## src/rtl/addsub_pkg.sv

```systemverilog
// ---------------------------------------------------------------------------
// addsub_pkg
// Shared definitions for the shared slice-serial add/subtract controller:
//   - controller state encoding
//   - lane width, slice width and the three client operand widths
//   - client index constants
//   - helpers that map a client index to its width / slice count and that
//     sign-extend a lane value from that client's MSB
// ---------------------------------------------------------------------------
package addsub_pkg;

    localparam int DW      = 34;   // lane width (widest client)
    localparam int SLICE_W = 8;    // bits processed per RUN cycle
    localparam int W0      = 32;   // ALU operand width
    localparam int W1      = 33;   // divider operand width
    localparam int W2      = 34;   // multiplier operand width

    localparam int NCLIENT = 3;

    // Internal operand/result registers cover whole slices so that the top
    // slice of a 33/34-bit client can be indexed without range trimming.
    localparam int NSLICE_MAX = (DW + SLICE_W - 1) / SLICE_W;
    localparam int LANE_W     = NSLICE_MAX * SLICE_W;

    localparam logic [1:0] CL_ALU = 2'd0;
    localparam logic [1:0] CL_DIV = 2'd1;
    localparam logic [1:0] CL_MUL = 2'd2;

    typedef enum logic [1:0] {
        IDLE = 2'd0,
        RUN  = 2'd1,
        DONE = 2'd2
    } state_t;

    function automatic int client_width(input logic [1:0] cl);
        case (cl)
            CL_ALU:  client_width = W0;
            CL_DIV:  client_width = W1;
            CL_MUL:  client_width = W2;
            default: client_width = W2;
        endcase
    endfunction

    // Number of slices needed to reach the client's MSB: ceil(Wi / SLICE_W).
    function automatic logic [2:0] client_nslices(input logic [1:0] cl);
        client_nslices = 3'((client_width(cl) + SLICE_W - 1) / SLICE_W);
    endfunction

    // Replicate bit Wi-1 of v into every bit above it.
    function automatic logic [DW-1:0] sext_dw(input logic [DW-1:0] v,
                                              input logic [1:0]    cl);
        int p;
        p = client_width(cl) - 1;
        for (int i = 0; i < DW; i++) begin
            sext_dw[i] = (i <= p) ? v[i] : v[p];
        end
    endfunction

endpackage

```

## src/rtl/addsub_slice8.sv

```systemverilog
// ---------------------------------------------------------------------------
// addsub_slice8
// Combinational ripple-carry slice, SLICE_W (8) bits wide.
// Ports:
//   a, b  in   operand slices
//   cin   in   carry into bit 0
//   sum   out  a + b + cin, low SLICE_W bits
//   c     out  per-bit carry-out vector; c[j] is the carry out of bit j, so
//              c[SLICE_W-1] is the slice carry-out and c[j-1] is the carry
//              into bit j (used by the controller to derive signed overflow)
// ---------------------------------------------------------------------------
module addsub_slice8
    import addsub_pkg::*;
(
    input  logic [SLICE_W-1:0] a,
    input  logic [SLICE_W-1:0] b,
    input  logic               cin,
    output logic [SLICE_W-1:0] sum,
    output logic [SLICE_W-1:0] c
);

    // cc[j] is the carry into bit j; cc[SLICE_W] is the slice carry-out.
    logic [SLICE_W:0] cc;

    assign cc[0] = cin;

    generate
        for (genvar gi = 0; gi < SLICE_W; gi++) begin : g_bit
            assign sum[gi]  = a[gi] ^ b[gi] ^ cc[gi];
            assign cc[gi+1] = (a[gi] & b[gi]) | (a[gi] & cc[gi]) | (b[gi] & cc[gi]);
        end
    endgenerate

    assign c = cc[SLICE_W:1];

endmodule

```

## src/rtl/addsub_share_ctrl.sv

```systemverilog
// ---------------------------------------------------------------------------
// addsub_share_ctrl
// Round-robin controller that time-shares one 8-bit slice adder among three
// clients (0 = 32b ALU, 1 = 33b divider, 2 = 34b multiplier). One operation
// is in flight at a time; it is run slice by slice from bit 0 up to the
// owning client's MSB, then the result is presented until the owner accepts.
//
// Ports:
//   clk        clock, all state on the rising edge
//   rst_b      synchronous active-low reset
//   req_valid  [3]      per-client request valid
//   req_ready  [3]      one-hot grant, only in IDLE, combinational
//   req_sub    [3]      per-client op select, 1 = A-B, 0 = A+B
//   req_a      [3*DW]   client i operand A at [i*DW +: DW]
//   req_b      [3*DW]   client i operand B, same packing
//   rsp_valid  [3]      one-hot result valid for the owning client
//   rsp_ready  [3]      per-client result accept (only the owner's bit matters)
//   rsp_sum    [DW]     result truncated to Wi, sign-extended to DW
//   rsp_cout   carry out of bit Wi-1 (for subtract, 1 = no borrow)
//   rsp_ovf    signed overflow: carry into bit Wi-1 XOR carry out of it
//   busy       high whenever the controller is not IDLE
// ---------------------------------------------------------------------------
module addsub_share_ctrl
    import addsub_pkg::*;
(
    input  logic                  clk,
    input  logic                  rst_b,
    input  logic [NCLIENT-1:0]    req_valid,
    output logic [NCLIENT-1:0]    req_ready,
    input  logic [NCLIENT-1:0]    req_sub,
    input  logic [NCLIENT*DW-1:0] req_a,
    input  logic [NCLIENT*DW-1:0] req_b,
    output logic [NCLIENT-1:0]    rsp_valid,
    input  logic [NCLIENT-1:0]    rsp_ready,
    output logic [DW-1:0]         rsp_sum,
    output logic                  rsp_cout,
    output logic                  rsp_ovf,
    output logic                  busy
);

    // ---------------------------------------------------------------- state
    state_t              state_reg;
    logic [1:0]          rr_ptr_reg;
    logic [1:0]          owner_reg;
    logic [LANE_W-1:0]   a_reg;
    logic [LANE_W-1:0]   b_reg;
    logic [LANE_W-1:0]   sum_reg;
    logic                carry_reg;
    logic [2:0]          slice_cnt_reg;
    logic [2:0]          nslices_reg;
    logic [NCLIENT-1:0]  rsp_valid_reg;
    logic [DW-1:0]       rsp_sum_reg;
    logic                rsp_cout_reg;
    logic                rsp_ovf_reg;

    // --------------------------------------------- per-client operand prep
    // Each client's operands are sign-extended from its own MSB across the
    // whole lane so the upper, never-computed slices stay consistent. B is
    // inverted here for subtract; the +1 comes from seeding the carry.
    logic [DW-1:0]     a_dw  [NCLIENT];
    logic [DW-1:0]     b_dw  [NCLIENT];
    logic [LANE_W-1:0] a_ext [NCLIENT];
    logic [LANE_W-1:0] b_ext [NCLIENT];

    generate
        for (genvar gi = 0; gi < NCLIENT; gi++) begin : g_client
            assign a_dw[gi]  = sext_dw(req_a[gi*DW +: DW], 2'(gi));
            assign b_dw[gi]  = sext_dw(req_b[gi*DW +: DW] ^ {DW{req_sub[gi]}}, 2'(gi));
            assign a_ext[gi] = {{(LANE_W-DW){a_dw[gi][DW-1]}}, a_dw[gi]};
            assign b_ext[gi] = {{(LANE_W-DW){b_dw[gi][DW-1]}}, b_dw[gi]};
        end
    endgenerate

    // ------------------------------------------------------------- arbiter
    // Search rr_ptr, rr_ptr+1, rr_ptr+2 (mod 3) for the first valid request.
    logic [1:0] winner;
    logic       found;

    always_comb begin
        winner = 2'd0;
        found  = 1'b0;
        for (int k = 0; k < NCLIENT; k++) begin
            int idx;
            idx = (int'(rr_ptr_reg) + k) % NCLIENT;
            if (!found && req_valid[idx]) begin
                winner = 2'(idx);
                found  = 1'b1;
            end
        end
        req_ready = (state_reg == IDLE && found) ? (NCLIENT'(1) << winner) : '0;
    end

    // ------------------------------------------------------------ datapath
    logic [SLICE_W-1:0] slice_a;
    logic [SLICE_W-1:0] slice_b;
    logic [SLICE_W-1:0] slice_sum;
    logic [SLICE_W-1:0] slice_c;
    logic [LANE_W-1:0]  sum_next;
    logic [2:0]         msb_bit;
    logic               msb_cin;
    logic               msb_cout;
    logic               last_slice;
    int                 slice_lsb;

    always_comb begin
        slice_lsb = int'(slice_cnt_reg) * SLICE_W;
        slice_a   = a_reg[slice_lsb +: SLICE_W];
        slice_b   = b_reg[slice_lsb +: SLICE_W];
    end

    addsub_slice8 u_slice (
        .a   (slice_a),
        .b   (slice_b),
        .cin (carry_reg),
        .sum (slice_sum),
        .c   (slice_c)
    );

    always_comb begin
        sum_next = sum_reg;
        sum_next[slice_lsb +: SLICE_W] = slice_sum;
        // The last slice always holds bit Wi-1; locate it within the slice.
        msb_bit    = 3'((client_width(owner_reg) - 1) % SLICE_W);
        msb_cout   = slice_c[msb_bit];
        // Carry into the MSB is the slice carry-in when the MSB is bit 0.
        msb_cin    = (msb_bit == 3'd0) ? carry_reg : slice_c[msb_bit - 3'd1];
        last_slice = (slice_cnt_reg == nslices_reg - 3'd1);
    end

    // ----------------------------------------------------------------- FSM
    always_ff @(posedge clk) begin
        if (!rst_b) begin
            state_reg     <= IDLE;
            rr_ptr_reg    <= 2'd0;
            owner_reg     <= 2'd0;
            a_reg         <= '0;
            b_reg         <= '0;
            sum_reg       <= '0;
            carry_reg     <= 1'b0;
            slice_cnt_reg <= 3'd0;
            nslices_reg   <= 3'd0;
            rsp_valid_reg <= '0;
            rsp_sum_reg   <= '0;
            rsp_cout_reg  <= 1'b0;
            rsp_ovf_reg   <= 1'b0;
        end else begin
            case (state_reg)
                IDLE: begin
                    if (found) begin
                        owner_reg     <= winner;
                        a_reg         <= a_ext[winner];
                        b_reg         <= b_ext[winner];
                        carry_reg     <= req_sub[winner];
                        sum_reg       <= '0;
                        slice_cnt_reg <= 3'd0;
                        nslices_reg   <= client_nslices(winner);
                        state_reg     <= RUN;
                    end
                end
                RUN: begin
                    sum_reg       <= sum_next;
                    carry_reg     <= slice_c[SLICE_W-1];
                    slice_cnt_reg <= slice_cnt_reg + 3'd1;
                    if (last_slice) begin
                        rsp_sum_reg   <= sext_dw(sum_next[DW-1:0], owner_reg);
                        rsp_cout_reg  <= msb_cout;
                        rsp_ovf_reg   <= msb_cin ^ msb_cout;
                        rsp_valid_reg <= NCLIENT'(1) << owner_reg;
                        state_reg     <= DONE;
                    end
                end
                DONE: begin
                    if (rsp_ready[owner_reg]) begin
                        rsp_valid_reg <= '0;
                        rsp_sum_reg   <= '0;
                        rsp_cout_reg  <= 1'b0;
                        rsp_ovf_reg   <= 1'b0;
                        rr_ptr_reg    <= (owner_reg == CL_MUL) ? CL_ALU : owner_reg + 2'd1;
                        state_reg     <= IDLE;
                    end
                end
                default: begin
                    state_reg <= IDLE;
                end
            endcase
        end
    end

    assign rsp_valid = rsp_valid_reg;
    assign rsp_sum   = rsp_sum_reg;
    assign rsp_cout  = rsp_cout_reg;
    assign rsp_ovf   = rsp_ovf_reg;
    assign busy      = (state_reg != IDLE);

endmodule

```

## config.mk

```make
export PLATFORM = sky130hd
export DESIGN_NAME = addsub_share_ctrl
export DESIGN_NICKNAME = d
export VERILOG_FILES = /design/src/rtl/addsub_pkg.sv /design/src/rtl/addsub_slice8.sv /design/src/rtl/addsub_share_ctrl.sv
export SDC_FILE = /design/constraint.sdc
export NUM_CORES = 1
export LEC_CHECK = 0
export BUFFER_PORTS_ARGS = -buffer_cell sky130_fd_sc_hd__buf_2
export CAP_MARGIN = 5
export CORE_AREA = 2 2 180 182
export DETAILED_ROUTE_END_ITERATION = 10
export DIE_AREA = 0 0 182 184
export GPL_ROUTABILITY_DRIVEN = 0
export PLACE_DENSITY = 0.58
export SETUP_SLACK_MARGIN = 0.5
export SLEW_MARGIN = 40
export SYNTH_ARGS = -nofsm -noshare
export SYNTH_HDL_FRONTEND = slang
export SYNTH_SLANG_ARGS = --single-unit
```

## constraint.sdc

```tcl
create_clock -name clk -period 14 [get_ports clk]
set_clock_uncertainty 0.15 [all_clocks]
set_input_delay 0.7 -clock clk [delete_from_list [all_inputs] [get_ports clk]]
set_output_delay 0.7 -clock clk [all_outputs]
set_load 0.01 [all_outputs]
```

Word level (Yosys, flattened, before mapping):

Cells that the tools add are included.

* add/subtract/negate cells: 12
* divide/modulo/power cells: 3
* $lt $le $gt $ge: 43
* equal/unequal tests: 9
* shift-type cells: 6
* mux-type cells: 99
* bitwise gates (word level): 62
* reduce and logical (&&, ||, !) cells: 18

Operators with widths (count)
* $le 6x32->1 const A: 16
* $le 5x32->1 const A: 8
* $mux 40: 5
* $mux 32: 6
* $bmux 40 s2: 2
* $le 4x32->1 const A: 4
* $lt 32x4->1 const B: 3
* $pmux 40 s2: 1
* $shiftx 40x7->8: 2
* $mux 34: 2
* $pmux 34 s2: 1
* $le 3x32->1 const A: 2
* $le 7x32->1 const A: 2
* $mod 32x3->32 const B: 2
* $sub 32x2->32 const B: 2
* $mux 1: 54
* $bwmux 40: 1
* $shift 8x33->40 const A: 1
* $shiftx 8x33->40: 1
* $xor 34x34->34: 1
* $neg 6->33: 1
* $xor 33x33->33: 1
* $add 32x5->32 const B: 1
* $le 1x32->1 const A: 1
* other kinds (40): 132

* register bits: 172
* bits of input ports: 215

Depth between registers and ports, before layout:

Gate-level depths: netlist of run 1.

* depth after elaboration: 31
* gate-level depth with buffers: 19
* mapped depth without buffers: 17

Modules after synthesis:

From an unflattened synthesis of run 1, not the netlist that was laid out.

* cell total of the unflattened synthesis: 1070
* area, all modules: 9431.5 sq um

By module, submodules not included
* addsub_share_ctrl: instances 1, cells an instance 1052, area an instance 9233.9 sq um, sequential area each 3062.9 sq um
* addsub_slice8: instances 1, cells an instance 18, area an instance 197.7 sq um, sequential area each 0.0 sq um

Worst setup path before layout of run 1:

OpenSTA, ideal clock, no wires.

* path kind: register to register
* start: register slice_cnt_reg[0]
* end: register rsp_sum_reg[31], in the netlist rsp_sum[31]
* setup time: 0.070 ns
* data arrival time: 5.526 ns
* required time: 13.780 ns
* path slack: 8.253 ns
* cell stages (with the launch flop): 19
* path buffers: 3
* clock period less this slack: 5.747 ns
* cell sequence: dfxtp_1 buf_4 buf_2 buf_2 mux2i_1 o21ai_0 o21ai_0 fa_1 fa_1 fa_1 fa_1 fa_1 fa_1 fa_1 fa_1 nor3b_1 a21oi_1 or3_1 a21oi_1

* cells in the longest elaborated chain, start to end: 31

RTL lines
* from (decl): RTL line addsub_share_ctrl.sv:49 `logic [2:0] slice_cnt_reg;`
* from (signal assigned): RTL line addsub_share_ctrl.sv:163 `slice_cnt_reg <= slice_cnt_reg + 3'd1;`
* $shiftx 40x7->8 (on tied branches): RTL line addsub_share_ctrl.sv:107, addsub_share_ctrl.sv:108
* $and 1x1->1: RTL line addsub_slice8.sv:30 `assign cc[gi+1] = (a[gi] & b[gi]) | (a[gi] & cc[gi]) | (b[gi] & cc[gi]);`
* $or 1x1->1 (2 in series): RTL line addsub_slice8.sv:30
* $and 1x1->1: RTL line addsub_slice8.sv:30
* $or 1x1->1 (2 in series): RTL line addsub_slice8.sv:30
* $and 1x1->1: RTL line addsub_slice8.sv:30
* $or 1x1->1 (2 in series): RTL line addsub_slice8.sv:30
* $and 1x1->1: RTL line addsub_slice8.sv:30
* [... 11 more ...]
* $xor 1x1->1: RTL line addsub_slice8.sv:29 `assign sum[gi] = a[gi] ^ b[gi] ^ cc[gi];`
* $shiftx 8x33->40: RTL line addsub_share_ctrl.sv:121 `sum_next[slice_lsb +: SLICE_W] = slice_sum;`
* $bwmux 40: RTL line addsub_share_ctrl.sv:121
* $bmux 1 s6: RTL line addsub_pkg.sv:55 `sext_dw[i] = (i <= p) ? v[i] : v[p];`
* $mux 1 (implied by the code) (2 in series): RTL line addsub_pkg.sv:55
* $mux 1: RTL line addsub_pkg.sv:55
* $mux 34: RTL line addsub_share_ctrl.sv:164 `if (last_slice) begin`
* $pmux 34 s2: RTL line addsub_share_ctrl.sv:147 `case (state_reg)`
* to (signal assigned): RTL line addsub_share_ctrl.sv:165 `rsp_sum_reg <= sext_dw(sum_next[DW-1:0], owner_reg);`
* to (decl): RTL line addsub_share_ctrl.sv:52 `logic [DW-1:0] rsp_sum_reg;`

Parallel ways exist; a longest one is shown, timed or not. The select of a mux whose other input is x is not followed.
A chain may end at the register's enable or synchronous reset.

Final worst setup path of run 1:

* start: register slice_cnt_reg[0]
* end: register rsp_sum_reg[33], in the netlist rsp_sum[33]

Same word-level chain as after synthesis.

==> metrics.yaml, run 1 <==
place_hpwl_um: 22700
routed_wl_um: 32600
cts_max_level: 4
total_power_mw: 1.29
hp-class: "reg -> reg"
path_max_fanout: 36
crit_path_frequent_cell: "fa_1"
nets: 1488
crit_cells: 16
p_leak_nw: 4.36
coreArea_sq_mm: 0.0314
irDropWorstVdd_mv: 0.0995
vias: 8962
drv_cap: 0
postRouteAntennaNets: 0
tns_ns: 0
grt_pass1_wl_um: 50000
clock_sinks: 153
grt_max_degree: 72
die_width_um: 182
holdPathStages: 2
crit_slowest_cell: "fa_1"
status: "complete, no violations"
start_kind: "flop"
gr-total-overflow: 0
yosysWarningCount: 0
synth-seq-cells: 153
cp_top_family: "adder cells"
cts_tree: "built"
fin_crit_sh: 0.436
die_y_um: 184
cts_setup_buffers: 0
clock_latency_ns: 0.43
p_per_area_mw_per_mm2: 113
finalSetupViolCount: 0
start_util: 0.298
grt_usage: 0.193
async_reset_ff_frac: 0
clockRootBuffer: "clkbuf_16"
clock_path_buffers: 2
cts_resized: 0
final.min_clock_period_ns: 6.10
synth-edff-count: 0
final-hold-violation-count: 0
path_cells: "buf_4 -> mux2i_1 -> o21ai_0 -> o21ai_0 -> fa_1 -> fa_1 -> fa_1 -> fa_1 -> fa_1 -> fa_1 -> fa_1 -> fa_1 -> nor3b_1 -> a21oi_1 -> a22oi_1 -> a32o_1"
slew_headroom: 0.448
ys_seq_area_frac: 0.327
antenna_found_initial: 4
dr.pass1.iters: 7
dieArea_sq_mm: 0.0335
cts_inserted_buffers: 17
portBuffers: 251
worstMarginPinSlew_ns: 0.827
synth_fp_nets: 1318
synth_ff_type: "dfxtp_1"
endpoint_kind: "flop"
cts_hold_buf: 0
drtIter0Drc: 584
avgSynthCellArea_sq_um: 8.61
synthToLayoutAreaGrowth_pct: 22.0
drive_above_1_share: 0.273
vias_per_cell: 5.36
grt_setup_unrepaired: "false"
num_rows: 65
syn_inst: 1087
critical_path_buf_inv_count: 1
syn_area_sq_mm: 0.00936
ios: 258
rr_worst_depth: 16
path_class: "reg -> reg"
fin_cells: 1673
crit_arrival_ns: 6.27
drv_slew: 0
wl_per_cell_um: 19.5
route.detailed.drc: 0
grt_pass1_vias: 8657
cp_data_required_time_ns: 14.17
cts.clk_slew.worst_paths_ns: 0.07
max_stage_delay_ns: 0.66
fmax_mhz: 164
synth_cell_type_count: 66
dp_cells: 1640
metrics by stage:
stage,utilization,setup slack (ns),instance area (sq um),hold slack [ns]
2_1_floorplan,-,8.25,9360,0.283
3_3_place_gp,0.341,8.02,10700,0.286
3_5_place_dp,0.344,7.96,10800,0.293
4_1_cts,0.363,7.94,11400,0.301
5_1_grt,0.364,7.56,11400,0.313
6_report,0.364,7.90,11400,0.296
power by group:
part	internal (mW)	total, mW	switching [mW]
Combinational	0.130	0.328	0.198
Sequential	0.466	0.488	0.0219
Clock	0.256	0.476	0.220
Total	0.852	1.29	0.440
layout make-up:
type | instances | area [sq um]
Antenna cell | 1 | 2.50
Clock buffer | 17 | 425
Tap cell | 402 | 503
Timing Repair Buffer | 266 | 1420
Inverter | 18 | 67.6
Fill cell | 3262 | 20000
Sequential cell | 153 | 3060
Clock inverter | 15 | 178
Multi-Input combinational cell | 801 | 5750
tightest hold or removal path, stage by stage (launching register included):
cell and delay [ns]:
dfxtp_1 0.31, nand2_1 0.05, a21oi_1 0.05
per-layer routing:
metal	track usage	routed length, um
met2	0.320	15200
met1	0.251	14800
met3	0.0410	1920
met5	0	41
met4	0.0584	709
kinds of logic (layout without fill, tap and decap cells):
group / count (synthesis) / after routing / share of synthesized area
muxes: 47 / 47 / 0.0720
and+or+nand+nor: 285 / 285 / 0.158
buffers and inverters: 133 / 316 / 0.0669
AOI/OAI and AO/OA: 350 / 350 / 0.251
other: 0 / 1 / 0
adders and majority gates: 17 / 17 / 0.0290
xor gates and xnor gates: 102 / 102 / 0.0955
DFF: 153 / 153 / 0.327
path summary, 6_finish.rpt:
check / start / endpoint / slack (ns)
setup / recovery: slice_cnt_reg[0] / rsp_sum[33] / 7.90
hold / removal: rsp_sum[21] / rsp_sum[21] / 0.30
setup reg to reg: slice_cnt_reg[0] / rsp_sum[33] / 7.90
hold reg to reg: rsp_sum[21] / rsp_sum[21] / 0.30
layout by cell type (no fill, tap or decap), types with 3 or more instances in the layout:
master / count
ha_1: 8
nor2_1: 34
mux2i_1: 22
and2_1: 5
nand2_1: 52
buf_2: 247
buf_4: 16
xnor2_1: 62
clkbuf_16: 17
inv_1: 16
o21ai_1: 21
o311ai_4: 3
o22ai_1: 4
xor2_1: 40
a32o_1: 7
o211ai_1: 42
a21oi_1: 83
dfxtp_1: 152
mux4_2: 15
and3_1: 34
mux2_2: 6
a221o_1: 6
nand4_1: 10
a22oi_1: 35
inv_6: 3
o21ai_0: 60
nor2b_1: 6
fa_1: 8
a221oi_1: 7
nor3_1: 35
o2bb2ai_1: 21
inv_8: 5
nand2b_1: 20
a211oi_1: 22
mux2_1: 3
o31ai_1: 10
nand3_1: 68
a31oi_1: 3
o221ai_1: 10
cells in the mapped netlist (6+ instances only):
cell | instances | share of area
dfxtp_1 | 153 | 0.33
a21oi_1 | 83 | 0.044
nand3_1 | 69 | 0.037
clkbuf_1 | 64 | 0.026
xnor2_1 | 62 | 0.058
o21ai_0 | 60 | 0.032
nand2_1 | 53 | 0.021
o211ai_1 | 42 | 0.034
xor2_1 | 40 | 0.037
a22oi_1 | 35 | 0.028
and3_1 | 35 | 0.023
nor3_1 | 35 | 0.019
nor2_1 | 34 | 0.014
buf_2 | 26 | 0.014
a211oi_1 | 22 | 0.018
mux2i_1 | 22 | 0.024
o21ai_1 | 22 | 0.012
o2bb2ai_1 | 21 | 0.020
nand2b_1 | 20 | 0.013
inv_1 | 16 | 0.0064
mux4_2 | 15 | 0.036
buf_4 | 11 | 0.0088
nand4_1 | 10 | 0.0067
o221ai_1 | 10 | 0.0094
o31ai_1 | 10 | 0.0080
fa_1 | 8 | 0.017
ha_1 | 8 | 0.011
a221oi_1 | 7 | 0.0066
a32o_1 | 7 | 0.0075
buf_1 | 7 | 0.0028
buf_6 | 7 | 0.0084
nor2b_1 | 7 | 0.0047
a221o_1 | 6 | 0.0064
mux2_2 | 6 | 0.0072
Note: power is estimated with default switching activity, not from simulation.
==> inputs of run 2 (changes only) <==
Settings changed: PLACE_DENSITY 0.58 to 0.6.
Clock period 14 ns to 5.35 ns, I/O delays scaled along.
==> metrics.yaml, run 2 (same netlist as run 1, synthesis figures left out) <==
hp-class: "in -> reg"
grt_pass1_wl_um: 51400
start_util: 0.298
die_width_um: 182
fin_crit_sh: 0.902
cts_inserted_buffers: 17
m1WireLength_um: 14500
cts.clk_slew.worst_paths_ns: 0.07
vias_per_cell: 5.40
drv_cap: 0
dr.pass1.iters: 5
final_common_cell: "buf_2"
finalSetupViolCount: 0
grt_setup_unrepaired: "true"
p_per_area_mw_per_mm2: 286
path_max_fanout: 8
drive_above_1_share: 0.285
gr-total-overflow: 0
cp_top_family: "adder cells"
dp_cells: 1646
ios: 258
critical_path_buf_inv_count: 0
grt_usage: 0.199
dieArea_sq_mm: 0.0335
route.detailed.drc: 0
status: "complete, but fails checks"
place_hpwl_um: 24700
drtIter0Drc: 633
nets: 1536
worstMarginPinSlew_ns: 0.807
synthToLayoutAreaGrowth_pct: 26.7
grt_pass1_vias: 8840
crit_slowest_cell: "fa_2"
crit_arrival_ns: 5.04
grt_max_degree: 66
postRouteAntennaNets: 0
vias: 9295
routed_wl_um: 34300
p_leak_nw: 4.57
coreArea_sq_mm: 0.0314
final_util: 0.378
total_power_mw: 3.40
clock_sinks: 153
top_layer: "met5"
final_cell_mix: "buf_2, dfxtp_1, a21oi_1, nand3_1, xnor2_1"
whs_ns: -0.000543
wl_per_cell_um: 20.0
fmax_mhz: 207
path_class: "reg -> reg"
final-hold-violation-count: 1
slew_headroom: 0.462
portBuffers: 251
num_rows: 65
diodes: 0
cts_max_level: 4
crit_path_frequent_cell: "fa_2"
max_stage_delay_ns: 0.48
drv_slew: 0
endpoint_kind: "flop"
tns_ns: 0
antenna_found_initial: 3
clock_path_buffers: 2
die_y_um: 184
clock_latency_ns: 0.44
cts_tree: "built"
wl_met3_um: 2170
fin_cells: 1720
clockRootBuffer: "clkbuf_16"
start_kind: "flop"
path_cells: "mux4_2 -> a21oi_1 -> fa_2 -> fa_2 -> fa_2 -> fa_2 -> fa_2 -> fa_2 -> fa_2 -> fa_2 -> nor3b_2 -> a21oi_2 -> or3_1 -> a21oi_1"
final.min_clock_period_ns: 4.83
n_fill_cell: 3227
violations: "hold timing"
wl_met2_um: 16700
cp_data_required_time_ns: 5.57
irDropWorstVdd_mv: 0.261
[run 2: worst paths after layout]
check / start / endpoint / slack, ns / cells after the start
worst max-delay path: slice_cnt_reg[1] / rsp_sum[31] / 0.52 / 14
worst min-delay path: req_a[93] / a_reg[25] / -0.0005 / 3
worst min register to register: rsp_sum[11] / rsp_sum[11] / 0.30 / 2
worst max register to register: slice_cnt_reg[1] / rsp_sum[31] / 0.52 / 14
[run 2: area by class of cell]
cell class	instances	area, sq um	area share
multi-input combinational	801	5810	0.490
sequential	153	3070	0.259
timing repair buffer	314	1840	0.155
tap	402	503	0.0424
clock buffer	18	429	0.0362
clock inverter	14	138	0.0116
inverter	18	70.1	0.00591
[run 2: what timing repair did]
item	CTS	global route
resized for setup	3	8
endpoints found under the setup margin	4	6
setup buffers	2	6
pin swaps	1	1
hold endpoints to repair	26	0
hold buffers	33	0
[run 2: where the power goes]
part           total (mW)  switching (mW)  leakage, nW  internal (mW)
clock                1.20           0.547        0.277          0.654
sequential           1.28          0.0610         1.25           1.22
combinational       0.913           0.531         3.04          0.382
[run 2: metal layers]
metal | track usage | up-vias
met5 | 0 | -
li1 | - | 4432
met4 | 0.0594 | 2
met1 | 0.252 | 4425
met3 | 0.0386 | 60
met2 | 0.341 | 376
[run 2: through the flow]
step                      worst slack (ns)  cell area [sq um]  hold slack [ns]
after floorplan                      0.429               9420            0.234
after global placement               0.458              10800            0.287
after detailed placement             0.398              10800            0.292
after CTS                            0.526              11700         0.000697
after global routing                 0.383              11900           0.0156
final                                0.523              11900        -0.000543
[run 2: tightest hold or removal path, cell delays in order]
cell and delay (ns):
buf_2 0.08, o211ai_1 0.08, o21ai_0 0.13
